$ cat src/rtl/imem_port_arbiter_if.sv
// Request/response bundle for the fetch and loader ports of imem_port_arbiter.
// master = requester side, slave = arbiter side.
interface imem_port_arbiter_if #(
  parameter int ADDR_W = 8,
  parameter int DATA_W = 32
);
  logic              f_req;
  logic [31:0]       f_addr;
  logic              f_ack;
  logic [DATA_W-1:0] f_rdata;
  logic              f_err;
  logic              l_req;
  logic              l_we;
  logic [31:0]       l_addr;
  logic [DATA_W-1:0] l_wdata;
  logic              l_ack;
  logic [DATA_W-1:0] l_rdata;
  logic              l_err;

  modport master (
    output f_req, f_addr, l_req, l_we, l_addr, l_wdata,
    input  f_ack, f_rdata, f_err, l_ack, l_rdata, l_err
  );
  modport slave (
    input  f_req, f_addr, l_req, l_we, l_addr, l_wdata,
    output f_ack, f_rdata, f_err, l_ack, l_rdata, l_err
  );
endinterface

$ cat src/rtl/imem_port_arbiter.sv
// Round-robin fetch/loader arbiter and IDLE/ACCESS/RESP sequencer for the instruction memory.
// Optional address checking is enabled by defining IMEM_ARB_ADDR_CHECK_EN.
module imem_port_arbiter #(
  parameter int ADDR_W = 8,
  parameter int DATA_W = 32
) (
  input  logic                 clk,
  input  logic                 rst,
  imem_port_arbiter_if.slave   bus,
  output logic [ADDR_W-1:0]    mem_addr,
  output logic                 mem_we,
  output logic [DATA_W-1:0]    mem_wdata,
  input  logic [DATA_W-1:0]    mem_rdata,
  output logic                 busy
);
  typedef enum logic [1:0] {IDLE, ACCESS, RESP} state_t;

  state_t            state, state_nx;
  logic              last_l;   // 1: loader was granted last
  logic              port_q;   // 1: loader owns the current access
  logic              we_q, err_q;
  logic [ADDR_W-1:0] addr_q;
  logic [DATA_W-1:0] wdata_q, resp_q;

  logic              f_cand, l_cand, grant, grant_l, sel_err;
  logic [31:0]       sel_addr;

  // In RESP the port being acked is excluded so the other one can go straight to ACCESS.
  always_comb begin
    f_cand   = bus.f_req && (state == IDLE || (state == RESP && port_q));
    l_cand   = bus.l_req && (state == IDLE || (state == RESP && !port_q));
    grant_l  = l_cand && (!f_cand || !last_l);
    grant    = f_cand || l_cand;
    sel_addr = grant_l ? bus.l_addr : bus.f_addr;
  end

`ifdef IMEM_ARB_ADDR_CHECK_EN
  assign sel_err = (sel_addr[1:0] != 2'b00) || (sel_addr[31:ADDR_W+2] != '0);
`else
  logic unused_addr_bits;
  assign unused_addr_bits = ^{sel_addr[31:ADDR_W+2], sel_addr[1:0]};
  assign sel_err = 1'b0;
`endif

  always_comb begin
    state_nx = state;
    case (state)
      IDLE:    if (grant) state_nx = ACCESS;
      ACCESS:  state_nx = RESP;
      RESP:    state_nx = grant ? ACCESS : IDLE;
      default: state_nx = IDLE;
    endcase
  end

  always_ff @(posedge clk) begin
    if (rst) begin
      state   <= IDLE;
      last_l  <= 1'b1;
      port_q  <= 1'b0;
      we_q    <= 1'b0;
      err_q   <= 1'b0;
      addr_q  <= '0;
      wdata_q <= '0;
      resp_q  <= '0;
    end else begin
      state <= state_nx;
      if (grant) begin
        addr_q <= sel_addr[ADDR_W+1:2];
        port_q <= grant_l;
        we_q   <= grant_l && bus.l_we && !sel_err;
        err_q  <= sel_err;
        last_l <= grant_l;
        if (grant_l) wdata_q <= bus.l_wdata;
      end
      // Read-before-write: the old word is captured in the same cycle the write strobes.
      if (state == ACCESS) resp_q <= err_q ? '0 : mem_rdata;
    end
  end

  logic in_resp;
  assign in_resp     = (state == RESP) && !rst;
  assign mem_addr    = addr_q;
  assign mem_wdata   = wdata_q;
  assign mem_we      = (state == ACCESS) && we_q && !rst;
  assign busy        = (state != IDLE);
  assign bus.f_ack   = in_resp && !port_q;
  assign bus.l_ack   = in_resp && port_q;
  assign bus.f_rdata = bus.f_ack ? resp_q : '0;
  assign bus.l_rdata = bus.l_ack ? resp_q : '0;
`ifdef IMEM_ARB_ADDR_CHECK_EN
  assign bus.f_err   = bus.f_ack && err_q;
  assign bus.l_err   = bus.l_ack && err_q;
`else
  assign bus.f_err   = 1'b0;
  assign bus.l_err   = 1'b0;
`endif
endmodule
$ cat src/flat_wrapper.sv
// flat-port wrapper written by rule: the top's interface ports become plain ports
module imem_port_arbiter_flat 
#(
  parameter int ADDR_W = 8,
  parameter int DATA_W = 32
)
  (clk, rst, mem_addr, mem_we, mem_wdata, mem_rdata, busy, bus_f_req, bus_f_addr, bus_l_req, bus_l_we, bus_l_addr, bus_l_wdata, bus_f_ack, bus_f_rdata, bus_f_err, bus_l_ack, bus_l_rdata, bus_l_err);
  imem_port_arbiter_if #(.ADDR_W(ADDR_W), .DATA_W(DATA_W)) bus_i ();
  input  logic clk;
  input  logic rst;
  output logic [ADDR_W-1:0] mem_addr;
  output logic mem_we;
  output logic [DATA_W-1:0] mem_wdata;
  input  logic [DATA_W-1:0] mem_rdata;
  output logic busy;
  input wire logic [$bits(bus_i.f_req)-1:0] bus_f_req;
  input wire logic [$bits(bus_i.f_addr)-1:0] bus_f_addr;
  input wire logic [$bits(bus_i.l_req)-1:0] bus_l_req;
  input wire logic [$bits(bus_i.l_we)-1:0] bus_l_we;
  input wire logic [$bits(bus_i.l_addr)-1:0] bus_l_addr;
  input wire logic [$bits(bus_i.l_wdata)-1:0] bus_l_wdata;
  output wire logic [$bits(bus_i.f_ack)-1:0] bus_f_ack;
  output wire logic [$bits(bus_i.f_rdata)-1:0] bus_f_rdata;
  output wire logic [$bits(bus_i.f_err)-1:0] bus_f_err;
  output wire logic [$bits(bus_i.l_ack)-1:0] bus_l_ack;
  output wire logic [$bits(bus_i.l_rdata)-1:0] bus_l_rdata;
  output wire logic [$bits(bus_i.l_err)-1:0] bus_l_err;
  assign bus_i.f_req = bus_f_req;
  assign bus_i.f_addr = bus_f_addr;
  assign bus_i.l_req = bus_l_req;
  assign bus_i.l_we = bus_l_we;
  assign bus_i.l_addr = bus_l_addr;
  assign bus_i.l_wdata = bus_l_wdata;
  assign bus_f_ack = bus_i.f_ack;
  assign bus_f_rdata = bus_i.f_rdata;
  assign bus_f_err = bus_i.f_err;
  assign bus_l_ack = bus_i.l_ack;
  assign bus_l_rdata = bus_i.l_rdata;
  assign bus_l_err = bus_i.l_err;
  imem_port_arbiter #(.ADDR_W(ADDR_W), .DATA_W(DATA_W)) u_core (.clk(clk), .rst(rst), .bus(bus_i), .mem_addr(mem_addr), .mem_we(mem_we), .mem_wdata(mem_wdata), .mem_rdata(mem_rdata), .busy(busy));
endmodule
$ cat config.mk
export PLATFORM = sky130hd
export DESIGN_NAME = imem_port_arbiter_flat
export DESIGN_NICKNAME = d
export VERILOG_FILES = /design/src/rtl/imem_port_arbiter_if.sv /design/src/rtl/imem_port_arbiter.sv /design/src/flat_wrapper.sv
export SDC_FILE = /design/constraint.sdc
export NUM_CORES = 1
export LEC_CHECK = 0
export BUFFER_PORTS_ARGS = -buffer_cell sky130_fd_sc_hd__buf_2
export CAP_MARGIN = 20
export CORE_ASPECT_RATIO = 0.6
export CORE_MARGIN = 4
export CORE_UTILIZATION = 37
export CTS_BUF_LIST = sky130_fd_sc_hd__clkbuf_2
export DETAILED_ROUTE_END_ITERATION = 8
export PLACE_DENSITY = 0.78
export SLEW_MARGIN = 20
export SYNTH_ARGS = -nofsm -noshare
export SYNTH_HDL_FRONTEND = slang
export SYNTH_SLANG_ARGS = --single-unit
$ cat constraint.sdc
create_clock -name clk -period 1.7 [get_ports clk]
set_input_delay 0.51 -clock clk [delete_from_list [all_inputs] [get_ports clk]]
set_output_delay 0.51 -clock clk [all_outputs]
set_load 0.02 [all_outputs]
After elaboration in Yosys (flattened, before gate mapping)
Cells that the tools add are included.
{ "totals": {"regBits": 77, "output_inout_bits": 110, "wordCells": 38} }
{ "classes": {"n_eq_ne": 3, "mux": 6, "reduce_logical": 22} }
{ "op_table": {"columns": ["cell", "count"], "rows": [
  ["$mux 32", 2],
  ["$logic_and 1x1->1", 11],
  ["$mux 10", 1],
  ["$pmux 2 s3", 1],
  ["$logic_not 1->1", 4],
  ["$logic_or 1x1->1", 4],
  ["$eq 2x1->1 const B", 1],
  ["$eq 2x2->1 const B", 1],
  ["$logic_not 2->1", 1],
  ["$mux 2", 1],
  ["$ne 2x1->1 const B", 1],
  ["$reduce_and 2->1", 1],
  ["$reduce_bool 2->1", 1],
  ["$mux 1", 1]
]} }

Longest topological paths before layout
Gate-level depths: netlist of the first run.
{ "depth": {"ltp_word": 8, "ltp_mapped": 7} }

Least setup slack after synthesis of the first run
No wires, ideal clock.
{ "synth_timing": {"path_type": "input -> output", "from": "in rst", "to": "out bus_f_rdata[22]", "arrival_time_ps": 1526, "required_time_ps": 1190, "path_slack_ps": -336, "cell_stages": 5, "path_buffers": 1, "cell_sequence": "nor2_1 nand2_1 nor2_1 clkbuf_1 and2_1"} }
{ "synth_between": {"elab_chain_len": 4} }
{ "synth_rtl": {"columns": ["element", "line", "source"], "rows": [
  ["from (decl)", "flat_wrapper.sv:10", "input logic rst;"],
  ["$logic_not 1->1", "imem_port_arbiter.sv:81", "assign in_resp = (state == RESP) && !rst;"],
  ["$logic_and 1x1->1", "imem_port_arbiter.sv:81", null],
  ["$logic_and 1x1->1", "imem_port_arbiter.sv:86", "assign bus.f_ack = in_resp && !port_q;"],
  ["net bus_f_ack", "flat_wrapper.sv:22", "output wire logic [$bits(bus_i.f_ack)-1:0] bus_f_ack;"],
  ["$mux 32", "imem_port_arbiter.sv:88", "assign bus.f_rdata = bus.f_ack ? resp_q : '0;"],
  ["to (decl)", "flat_wrapper.sv:23", "output wire logic [$bits(bus_i.f_rdata)-1:0] bus_f_rdata;"]
]} }
The timed path passes the listed nets, and every way through them passes these cells.

Final worst setup path of the first run
{ "layout_timing": {"from": "reg u_core.state[0]", "to": "out bus_f_rdata[15]"} }
{ "layout_between": {"elab_chain_len": 4} }
{ "layout_rtl": {"columns": ["element", "line", "source"], "rows": [
  ["from (decl)", "imem_port_arbiter.sv:18", "state_t state, state_nx;"],
  ["from (signal assigned)", "imem_port_arbiter.sv:66", "state <= state_nx;"],
  ["$eq 2x2->1", "imem_port_arbiter.sv:81", null],
  ["$logic_and 1x1->1", "imem_port_arbiter.sv:81", null],
  ["$logic_and 1x1->1", "imem_port_arbiter.sv:86", null],
  ["$mux 32", "imem_port_arbiter.sv:88", null]
]} }
No other way between the ends.

==> summary.md, run 1 <==
After synthesis, the largest area contributor takes up 47.7% of total cell area. Across the run, the number of max-cap violations was 0. Using the TritonRoute via totals, the vias-per-cell ratio works out to 4.86. For the total setup violations reported at the end of the flow, the log shows 68.

The tools report the number of design-rule violations left by the first detailed-router iteration as 194. The tree is rooted in a sky130_fd_sc_hd__clkbuf_2. Counting instances, the worst hold path has a depth of 3.

The count of buffers from port buffering is 192. The largest fanout on the critical path was 13; the final wirelength was 11.4 mm. The run gives 16.9 ps as the maximum clock skew at final layout. During synthesis, Yosys emitted a total of 0 warnings.

In this run the tightest slew margin relative to its limit is 46.7%. The area added between synthesis and finish works out to 69.4%. After synthesis the cells add up to 0.00323 mm^2. The actual slew at the worst max-slew pin came out at 799 ps. For the area used by sequential logic in the layout, the log shows 0.00156 mm^2. The max-slew violation total from the final report is 0. The initial utilization of the core area, before any placement, comes to 37.9%. The clock latency reported for the late side of the worst-skew pair is 510 ps, and the number of diodes is 0. The area of combinational cells with multiple inputs is 0.00178 mm^2. Timing would allow up to 0.448 GHz.

The tools report the type of element capturing the critical path as a primary output. The netlist uses 23 different library cells. The net count of the finished layout is 765. Of the cells placed in the final design, the portion with a size suffix greater than 1 is 53.2%. The worst register-to-register path begins at u_core.state[0].

Detailed placement ended at an HPWL of 6.77 mm. The maximum number of buffers from clock root to sink is 2, and the worst setup timing slack at the placement stage is -264 ps. Global-route wire length before repair: 16.6 mm. The biggest area contributor in the post-synthesis netlist is sky130_fd_sc_hd__dfxtp_1. The run gives 716 as the placed cell count. The endpoint identified for the worst register-to-register timing path is u_core.mem_wdata[0]. The placeable core area came out at 0.00852 mm^2.

Counting cells, the worst reg-to-reg path comes to 9. Of the synthesized area, sequential elements account for 47.7%. TritonCTS built the clock tree. The worst hold path terminates at u_core.mem_wdata[23].

The overall power of the completed layout was 4.07 mW; the horizontal die dimension was 129 um. The die height was 80.4 um; the register clock-pin slew on the reported worst setup and hold paths was 210 ps. The async set or reset register ratio after synthesis is 0%. The total DRC errors in the routed layout was 0.

The utilization after layout was 64.3%; the die outline area was 0.0103 mm^2. The total number of vias came out at 3639. The final number of hold-violating endpoints came out at 0. Leakage component of the power: 2.55 nW. The tools report the type of origin of the critical path as a flop.

In this run the most critical hold path is launched from bus_l_wdata[23]. Counting the fill cells in the layout gives 723. For this run, the leading register cell type out of synthesis is sky130_fd_sc_hd__dfxtp_1. Entering global routing, the biggest net connects 76 pins. The time the worst path needs with I/O delays and setup was 2230 ps; the fraction of the cycle the final worst path needs was 131%. Yosys instantiated no cell more often than sky130_fd_sc_hd__nand2_1.

Buffers inserted to repair hold after CTS numbered 0. The number of cells in the finished layout apart from fillers is 749. The run gives 428 as the number of standard cells after synthesis. The setup path with the least slack is of type reg2out. Setup repair after global routing could not meet its margin everywhere. The arrival time of the worst setup path was 1720 ps.

The floorplan has 26 rows. The register bit total from synthesis was 77. In this run the mean area of a mapped cell was 7.55 um^2. Counting flops with a built-in enable in the synthesized netlist gives 0. The average detailed-routed wire length per instance was 15.2 um; the number of iterations in the first detailed-routing pass was 4. The flow ran to the end, but the final reports show violations. The final weighted congestion in routability-driven placement was 0.797; the number of sinks on the clock net was 77. The number of antenna violations at the first check in global routing came out at 0.

Across all register-to-register paths, the minimum setup slack is 30 ps. CTS built an H-tree with a depth of 3. The count of nets left with antenna violations after detail routing was 0; the overflow left after global routing was 0. In this run the worst hold path is classified as in2reg. The tightest hold path in the finished design has a slack of 197 ps.

For the global-route usage over all layers, the log shows 20.1%. The commonest cells after synthesis are sky130_fd_sc_hd__nand2_1, sky130_fd_sc_hd__dfxtp_1, sky130_fd_sc_hd__a21oi_1, sky130_fd_sc_hd__and2_1, sky130_fd_sc_hd__clkbuf_1. The checks that failed: negative setup slack.

The top-level I/O count came out at 243. In the post-synthesis netlist, the biggest area contributors are sky130_fd_sc_hd__dfxtp_1, sky130_fd_sc_hd__nand2_1, sky130_fd_sc_hd__and2_1. The number of global-route vias before repair was 3496; the number of clock buffers inserted by TritonCTS was 9. IR analysis of the VDD net gives a maximum drop of 0.473 mV. Dividing total power by cell area gives a power density of 742 mW/mm^2. The tools report the final setup slack of the worst path as -533 ps.

At the worst endpoint, the required time is 1190 ps.
==> power breakdown <==
part / leakage (nW) / internal, mW / switching (mW)
Sequential: 0.635 / 1.95 / 0.0835
Combinational: 1.83 / 0.403 / 0.512
Clock: 0.0839 / 0.495 / 0.625
Total: 2.55 / 2.85 / 1.22
==> how the worst max path moves through the flow <==
stage | from | to | slack [ps] | cells past startpoint
2_1_floorplan | rst | bus_f_rdata[22] | 0.9 | 5
4_1_cts | u_core.state[0] | bus_f_rdata[0] | -590 | 7
3_3_place_gp | rst | bus_f_rdata[27] | -240 | 7
5_1_grt | u_core.state[0] | bus_f_rdata[15] | -660 | 7
6_report | u_core.state[0] | bus_f_rdata[15] | -530 | 7
3_5_place_dp | rst | bus_f_rdata[27] | -260 | 7
==> metal layers <==
metal	share of wire (%)	vias to the layer above	GRT usage, %
met5	0	-	0
li1	-	1763	-
met3	7.8	24	6.05
met1	41	1701	23.8
met2	50	151	34.4
met4	1.9	0	7.23
==> state kept, by name, summed over array words and instances (netlist names) <==
name / cells
u_core.last_l: 1
u_core.mem_wdata: 32
u_core.we_q: 1
u_core.mem_addr: 8
u_core.state: 2
u_core.resp_q: 32
u_core.port_q: 1
==> placed cells by master (no fill, tap or decap), drive strengths merged, types with 2 or more instances in the layout <==
master    n
clkinv    3
clkbuf   15
nand2   148
nor2b     2
conb      2
nand3b    2
and3      2
buf     222
nor2     12
bufinv    2
dfxtp    77
a21oi    66
nand2b    3
and2     66
a311oi    8
==> cell families (layout without fill, tap and decap cells) <==
group                  Yosys count  count (layout)  synth area share (%)
and+or+nand+nor                238             238                  33.8
DFF                             77              77                  47.7
AOI/OAI and AO/OA               76              76                  13.4
buffers and inverters           35             243                  4.72
other                            1               2                 0.116
muxes                            1               1                 0.310
==> layout make-up <==
type,count,area share (%)
Timing Repair Buffer,227,34.0
Multi-Input combinational cell,317,32.6
Sequential cell,77,28.4
Tap cell,112,2.56
Clock inverter,6,1.58
Clock buffer,10,0.914
==> through the flow <==
step / area (um^2) / setup TNS, ps
after floorplan: 3390 / 0
after global placement: 4500 / -13430
after detailed placement: 4500 / -14830
after CTS: 5160 / -37210
after global routing: 5480 / -41990
final: 5480 / -32970
==> worst max-delay path, cell delays in order, from the launching register on <==
cell and delay [ps]:
sky130_fd_sc_hd__dfxtp_2 380, sky130_fd_sc_hd__nor2_4 110, sky130_fd_sc_hd__nand2_2 70, sky130_fd_sc_hd__nor2_4 110
sky130_fd_sc_hd__buf_6 120, sky130_fd_sc_hd__buf_12 140, sky130_fd_sc_hd__and2_2 170, sky130_fd_sc_hd__buf_6 120
==> repair_timing <==
action | CTS | global route
gates resized for setup | 148 | 72
buffers inserted | 6 | 7
cloned | 1 | 6
endpoints found under the setup margin | 68 | 94
pin swaps | 12 | 12
Power figures use the tool's default switching activity.
==> inputs of run 2 (changes only) <==
--- a/config.mk
+++ b/config.mk
@@ -7,7 +7,7 @@
 export LEC_CHECK = 0
 export BUFFER_PORTS_ARGS = -buffer_cell sky130_fd_sc_hd__buf_2
 export CAP_MARGIN = 20
-export CORE_ASPECT_RATIO = 0.6
+export CORE_ASPECT_RATIO = 1.2
 export CORE_MARGIN = 4
 export CORE_UTILIZATION = 37
 export CTS_BUF_LIST = sky130_fd_sc_hd__clkbuf_2
==> run 2 against run 1 <==
The run still ends with negative setup slack left. Clock skew shrank 2.0 ps. Core utilization shrank 0.94 points. Die area shrank 0.41%. Global-route usage grew 1.9 points. Design area shrank 0.98%. Critical path depth is the same. First-iteration DRC count shrank 27%.
==> summary.md, run 2 (synthesized netlist as in run 1, its figures left out) <==
The flow ran to the end, but the final reports show violations. The placement row count was 37 (was 26). The logs give 753 (was 749) for the number of cells in the finished layout apart from fillers and 0 (unchanged) for the max capacitance violation total. The required time of the worst setup path is 1190 ps (about the same), and the final number of hold-violating endpoints is 0 (unchanged). The number of iterations in the first detailed-routing pass is 6 (was 4), and the actual slew at the worst max-slew pin is 782 ps (was 799 ps). Highest clock rate: 0.450 GHz (was 0.448 GHz). The leakage component of the power was 2.52 nW (was 2.55 nW); the number of sinks on the clock net was 77 (unchanged). The utilization after layout is 63.3% (was 64.3%), and the number of buffer and inverter instances along the worst setup path is 3 (unchanged).

The run gives 0 (unchanged) as the total DRC errors in the routed layout. Slowest cell on the critical path: sky130_fd_sc_hd__dfxtp_2 (unchanged). The die height is 110 um (was 80.4 um), and the time the worst path needs with I/O delays and setup is 2220 ps (was 2230 ps). The run gives 4.01 mW (was 4.07 mW) as the overall power of the completed layout. The tools report the final wirelength as 12.0 mm (was 11.4 mm). The count of buffers from port buffering is 192 (unchanged), and the average vias per placed instance is 4.93 (was 4.86). Failing checks: negative setup slack (unchanged).

The worst setup timing slack at the placement stage was -275 ps (was -264 ps); the design area was 0.00542 mm^2 (was 0.00548 mm^2). The category of cells accounting for the largest share of critical-path delay is simple AND/OR/NAND/NOR gates (unchanged). The number of diodes was 0 (unchanged); the overflow left after global routing was 0 (unchanged).

The tools report the type of origin of the critical path as a flop (unchanged). The half-perimeter wire length after placement is 6.88 mm (was 6.77 mm), and the placed cell count is 717 (was 716). Total power density per cell area: 740 mW/mm^2 (was 742 mW/mm^2).

Most frequent cells in the layout: sky130_fd_sc_hd__nand2_1, sky130_fd_sc_hd__buf_2, sky130_fd_sc_hd__buf_6, sky130_fd_sc_hd__dfxtp_1, sky130_fd_sc_hd__a21oi_1 (was sky130_fd_sc_hd__nand2_1, sky130_fd_sc_hd__buf_2, sky130_fd_sc_hd__buf_6). The tools report the final weighted congestion in routability-driven placement as 0.793 (was 0.797). The logs give 510 ps (about the same) for the clock latency reported for the late side of the worst-skew pair and 0 (unchanged) for the hold buffer count at cts. Effective utilization at floorplan: 37.8% (was 37.9%).

The most common cell after layout, fill and taps aside is sky130_fd_sc_hd__nand2_1 (unchanged). The number of design-rule violations left by the first detailed-router iteration came out at 142 (was 194). The register clock-pin slew on the reported worst setup and hold paths was 200 ps (was 210 ps). Number of clock buffers inserted by TritonCTS: 9 (unchanged). The run gives 0.00155 mm^2 (was 0.00156 mm^2) as the area used by sequential logic in the layout. The placeable core area is 0.00856 mm^2 (was 0.00852 mm^2), and the delay of the slowest critical-path stage is 380 ps (about the same). The run gives 764 (was 765) as the layout net count. The global-route usage over all layers was 22.0% (was 20.1%). The arrival time of the worst setup path came out at 1710 ps (was 1720 ps).

The run gives 3623 (was 3496) as the number of global-route vias before repair. The area added between synthesis and finish came out at 67.8% (was 69.4%). For the count of nets left with antenna violations after detail routing, the log shows 0 (unchanged). The max-slew violation total from the final report was 0 (unchanged); the total number of vias was 3710 (was 3639). The worst hold slack after final layout is 201 ps (was 197 ps), and the setup TNS is -33070 ps (was -32970 ps). Setup repair after global routing could not meet its margin everywhere. Total setup violations reported at the end of the flow: 68 (unchanged). TritonCTS built the clock tree.

The startpoint-to-endpoint class of the critical path was reg2out (unchanged). The number of antenna violations at the first check in global routing was 0 (unchanged); the fill cell instance count of the final layout was 669 (was 723). Type of element capturing the critical path: a primary output (unchanged). The largest fanout on the critical path was 8 (was 13); the share of layout cells above drive strength 1 was 50.6% (was 53.2%). Critical path cell sequence: nor2_4 -> nand2_2 -> nor2_4 -> buf_6 -> buf_16 -> and2_4 -> buf_6 (was nor2_4 -> nand2_2 -> nor2_4 -> buf_6 -> buf_12 -> and2_2 -> buf_6). The final setup slack of the worst path came out at -525 ps (was -533 ps).

The worst ir drop on vdd was 0.445 mV (was 0.473 mV). The logs give 243 (unchanged) for the top-level I/O count and 18.1 mm (was 16.6 mm) for the global-route wire length before repair. The logs give 0.00180 mm^2 (was 0.00178 mm^2) for the area of combinational cells with multiple inputs and 47.8% (was 46.7%) for the max-slew headroom at the worst pin. The run gives 0.00447 mm^2 (was 0.00450 mm^2) as the post-placement cell area.

The largest net degree at the start of global routing came out at 76 (unchanged). The path class of the lowest-slack min-delay path was in2reg (unchanged). The number of H-tree levels is 3 (unchanged), and the maximum number of buffers from clock root to sink is 2 (unchanged). The run gives 14.9 ps (was 16.9 ps) as the maximum clock skew at final layout. The tools report the die outline area as 0.0103 mm^2 (about the same). The fraction of the cycle the final worst path needs is 131% (about the same). The clock tree root buffer cell was sky130_fd_sc_hd__clkbuf_2 (unchanged).

The average detailed-routed wire length per instance is 15.9 um (was 15.2 um), and the horizontal die dimension is 93.3 um (was 129 um).
==> run 2: cell types whose count changed in the layout (fill, tap and decap cells not counted), sizes merged <==
cell and delta:
and3 +4, buf -2, clkbuf -3, clkinv +1, inv -1
==> run 2: worst paths after layout <==
kind / from / endpoint / slack, ps / cells after the start
min reg2reg: u_core.mem_wdata[11] / u_core.mem_wdata[11] / 470 / 2
max reg2reg: u_core.state[0] / u_core.mem_addr[5] / 80 / 7
max: u_core.state[0] / bus_f_rdata[6] / -520 / 7
min: mem_rdata[25] / u_core.resp_q[25] / 200 / 3
==> run 2: worst register-to-register path, stage by stage, from the launching register on <==
cell and delay [ps]:
sky130_fd_sc_hd__dfxtp_2 380, sky130_fd_sc_hd__buf_4 150, sky130_fd_sc_hd__buf_4 150, sky130_fd_sc_hd__nor2b_2 150, sky130_fd_sc_hd__and3_4 230, sky130_fd_sc_hd__buf_12 150
sky130_fd_sc_hd__nand2_1 80, sky130_fd_sc_hd__a311oi_1 250
==> run 2: layout make-up <==
cell class	count	share of cell area (%)
clock buffer	10	0.923
clock inverter	6	1.43
multi-input combinational	321	33.2
sequential	77	28.6
tap	117	2.70
timing repair buffer	222	33.2
==> run 2: timing repair <==
item / CTS / global route
cloned: 6 / 2
gates resized for setup: 183 / 28
setup endpoints to repair: 68 / 89
setup buffers: 9 / 5
pin swaps: 34 / 14
==> run 2: layer usage <==
metal  track usage [%]  routed length [um]
met1              24.2                4440
met2              38.0                5960
met3              6.47                1210
met4              10.6                 388
met5                 0                   0
==> run 2: power breakdown <==
| part | leakage (nW) | switching, mW | internal (mW) | total, mW |
|---|---|---|---|---|
| sequential | 0.632 | 0.0934 | 1.94 | 2.04 |
| combinational | 1.81 | 0.510 | 0.382 | 0.893 |
| clock | 0.0808 | 0.605 | 0.479 | 1.08 |
| total | 2.52 | 1.21 | 2.81 | 4.01 |
==> inputs of run 3 (changes only) <==
--- a/config.mk
+++ b/config.mk
@@ -5,7 +5,7 @@
 export SDC_FILE = /design/constraint.sdc
 export NUM_CORES = 1
 export LEC_CHECK = 0
-export BUFFER_PORTS_ARGS = -buffer_cell sky130_fd_sc_hd__buf_2
+export BUFFER_PORTS_ARGS = -buffer_cell sky130_fd_sc_hd__buf_4
 export CAP_MARGIN = 20
 export CORE_ASPECT_RATIO = 1.2
 export CORE_MARGIN = 4
==> run 3 against run 2 <==
The run still ends with negative setup slack left. Clock skew up 5.6 ps. Hold slack improved by 4.4 ps. Via count is 3.0% lower. Critical path depth down 2. Global-route usage is 2.8 points lower. Register-to-register slack got worse by 20 ps. Clock-buffer cell count grew 1. Final cell count fell by 1.3%. Critical endpoint is now bus_l_rdata[23]. Highest routed layer unchanged.
==> summary.md, run 3 (synthesized netlist as in run 1, its figures left out) <==
The category of cells accounting for the largest share of critical-path delay is simple AND/OR/NAND/NOR gates (unchanged). The post-placement cell area is 0.00493 mm^2 (was 0.00447 mm^2), and the time the worst path needs with I/O delays and setup is 2230 ps (was 2220 ps). The largest net degree at the start of global routing is 76 (unchanged), and the arrival time of the worst setup path is 1720 ps (was 1710 ps). The worst hold path startpoint was bus_l_wdata[30] (was mem_rdata[25]). The slowest cell on the critical path was sky130_fd_sc_hd__dfxtp_2 (unchanged). The tools report the origin of the critical flop-to-flop path as u_core.state[0] (unchanged). The critical path's most frequent cell is sky130_fd_sc_hd__buf_4. The number of clock buffers inserted by TritonCTS was 9 (unchanged); the largest fanout on the critical path was 17 (was 8).

The tools report the type of origin of the critical path as a flop (unchanged). The tools report the setup TNS as -32560 ps (was -33070 ps). Number of buffer and inverter instances along the worst setup path: 2 (was 3).

The clock tree root buffer cell was sky130_fd_sc_hd__clkbuf_2 (unchanged). The worst setup timing slack at the placement stage came out at -248 ps (was -275 ps). The number of iterations in the first detailed-routing pass was 4 (was 6); the placeable core area was 0.00856 mm^2 (unchanged). The area added between synthesis and finish works out to 63.2% (was 67.8%).

The hold buffer count at cts is 0 (unchanged), and the number of global-route vias before repair is 3418 (was 3623). The leakage component of the power is 2.46 nW (was 2.52 nW), and the slack of the worst reg-to-reg path is 60 ps (was 80 ps). The logs give 37 (unchanged) for the placement row count and 2 (unchanged) for the maximum number of buffers from clock root to sink. The clock latency reported for the late side of the worst-skew pair is 510 ps (about the same).

The fill cell instance count of the final layout was 734 (was 669); the delay of the slowest critical-path stage was 370 ps (was 380 ps). The total setup violations reported at the end of the flow was 68 (unchanged); the top-level I/O count was 243 (unchanged). The final weighted congestion in routability-driven placement is 0.776 (was 0.793), and the fraction of the cycle the final worst path needs is 131% (about the same). The share of layout cells above drive strength 1 works out to 50.2% (was 50.6%). The path class of the lowest-slack min-delay path is in2reg (unchanged). The logic depth of the worst register-to-register path came out at 7 (unchanged). The final setup slack of the worst path was -526 ps (was -525 ps). Die height: 110 um (unchanged).

The run gives 754 (was 764) as the layout net count. The run gives 0 (unchanged) as the final number of hold-violating endpoints. The tools report the type of element capturing the critical path as a primary output (unchanged).

The half-perimeter wire length after placement was 7.41 mm (was 6.88 mm); the max-slew violation total from the final report was 0 (unchanged). For the number of sinks on the clock net, the log shows 77 (unchanged). The actual slew at the worst max-slew pin is 790 ps (was 782 ps), and the total DRC errors in the routed layout is 0 (unchanged).

The maximum clock skew at final layout is 20.5 ps (was 14.9 ps). The run gives 3 (unchanged) as the number of H-tree levels. The endpoint of the most critical register-to-register path is u_core.mem_addr[4] (was u_core.mem_addr[5]). The global-route wire length before repair was 16.0 mm (was 18.1 mm). The total number of vias came out at 3598 (was 3710). The startpoint-to-endpoint class of the critical path is reg2out (unchanged). The average detailed-routed wire length per instance is 14.7 um (was 15.9 um). Setup repair after global routing could not meet its margin everywhere. Sink of the worst hold path: u_core.mem_wdata[30] (was u_core.resp_q[25]). The cell count of the worst hold path was 3 (unchanged).

Most frequent cells in the layout: sky130_fd_sc_hd__buf_4, sky130_fd_sc_hd__nand2_1, sky130_fd_sc_hd__dfxtp_1 (was sky130_fd_sc_hd__nand2_1, sky130_fd_sc_hd__buf_2, sky130_fd_sc_hd__buf_6, sky130_fd_sc_hd__dfxtp_1, sky130_fd_sc_hd__a21oi_1). Failing checks: negative setup slack (unchanged). The tools report the global-route usage over all layers as 19.2% (was 22.0%). The logs give 10.9 mm (was 12.0 mm) for the final wirelength and 47.3% (was 47.8%) for the max-slew headroom at the worst pin.

The average vias per placed instance works out to 4.84 (was 4.93). The run finished, with violations left. The effective utilization at floorplan came out at 37.8% (unchanged). TritonCTS built the clock tree. Highest clock rate: 0.449 GHz (was 0.450 GHz). The required time of the worst setup path is 1190 ps (about the same), and the horizontal die dimension is 93.3 um (unchanged). The number of design-rule violations left by the first detailed-router iteration was 124 (was 142). For the worst ir drop on vdd, the log shows 0.531 mV (was 0.445 mV). The most common cell after layout, fill and taps aside was sky130_fd_sc_hd__buf_4 (was sky130_fd_sc_hd__nand2_1). The max capacitance violation total was 0 (unchanged). Critical path cell sequence: nor2_4 -> buf_4 -> and3_4 -> and2_2 -> buf_4 (was nor2_4 -> nand2_2 -> nor2_4 -> buf_6 -> buf_16 -> and2_4 -> buf_6). Design area: 0.00528 mm^2 (was 0.00542 mm^2). The die outline area is 0.0103 mm^2 (unchanged). For the count of nets left with antenna violations after detail routing, the log shows 0 (unchanged). The utilization after layout was 61.6% (was 63.3%); the number of antenna violations at the first check in global routing was 0 (unchanged).

The total power density per cell area is 725 mW/mm^2 (was 740 mW/mm^2), and the register clock-pin slew on the reported worst setup and hold paths is 220 ps (was 200 ps). The number of diodes was 0 (unchanged). The count of buffers from port buffering came out at 192 (unchanged). The run gives 0 (unchanged) as the overflow left after global routing.
run 3: cell count changes in the layout (fill, tap and decap cells not counted), sizes merged:
cell	previous run	this run
buf	220	210
and3	6	4
clkbuf	12	15
bufinv	2	0
clkinvlp	0	1
run 3: where the power goes:
part           switching [mW]  leakage (nW)  total [mW]  internal, mW
Clock                   0.621        0.0615       0.816         0.195
Sequential             0.0838         0.632        2.03          1.94
Combinational           0.510          1.76       0.983         0.474
run 3: worst min-delay path, cell delays in order:
cell                      delay, ps
sky130_fd_sc_hd__buf_4          110
sky130_fd_sc_hd__nand2_1         40
sky130_fd_sc_hd__a21oi_1         50
run 3: worst max path at each step:
stage,startpoint,cells past startpoint,slack [ps],endpoint
finish,u_core.state[0],5,-530,bus_l_rdata[23]
CTS,u_core.state[0],6,-550,bus_f_rdata[13]
global placement,rst,7,-220,bus_f_rdata[13]
detailed placement,rst,5,-250,bus_l_rdata[22]
floorplan,rst,5,0.9,bus_f_rdata[22]
global route,u_core.state[0],6,-650,bus_f_rdata[20]
run 3: repair_timing:
item	CTS	global route
buffers inserted	5	3
pin swaps	4	5
hold endpoints to repair	0	0
resized for setup	15	15
endpoints found under the setup margin	68	81
gates cloned	0	6
run 3: per-stage QoR:
stage          instances  total power, mW  hold WS (ps)
2_1_floorplan        429             2.51           440
4_1_cts              736             3.78           161
3_3_place_gp         715             2.90           443
3_5_place_dp         715             2.93           448
6_report             743             3.83           205
5_1_grt              743             4.04           145
run 3: area by class of cell:
cell class | instances | area (um^2) | area share (%)
sequential | 77 | 1550 | 29.3
multi-input combinational | 319 | 1750 | 33.2
clock buffer | 11 | 55.1 | 1.04
tap | 117 | 146 | 2.77
clock inverter | 5 | 27.5 | 0.522
timing repair buffer | 214 | 1750 | 33.2
run 3: routing by layer:
metal	part of all wire [%]	up-vias	GRT usage [%]
met5	0	-	0
met4	1.6	0	7.62
met3	11	16	6.54
met2	51	171	34.0
met1	36	1667	20.6
li1	-	1744	-
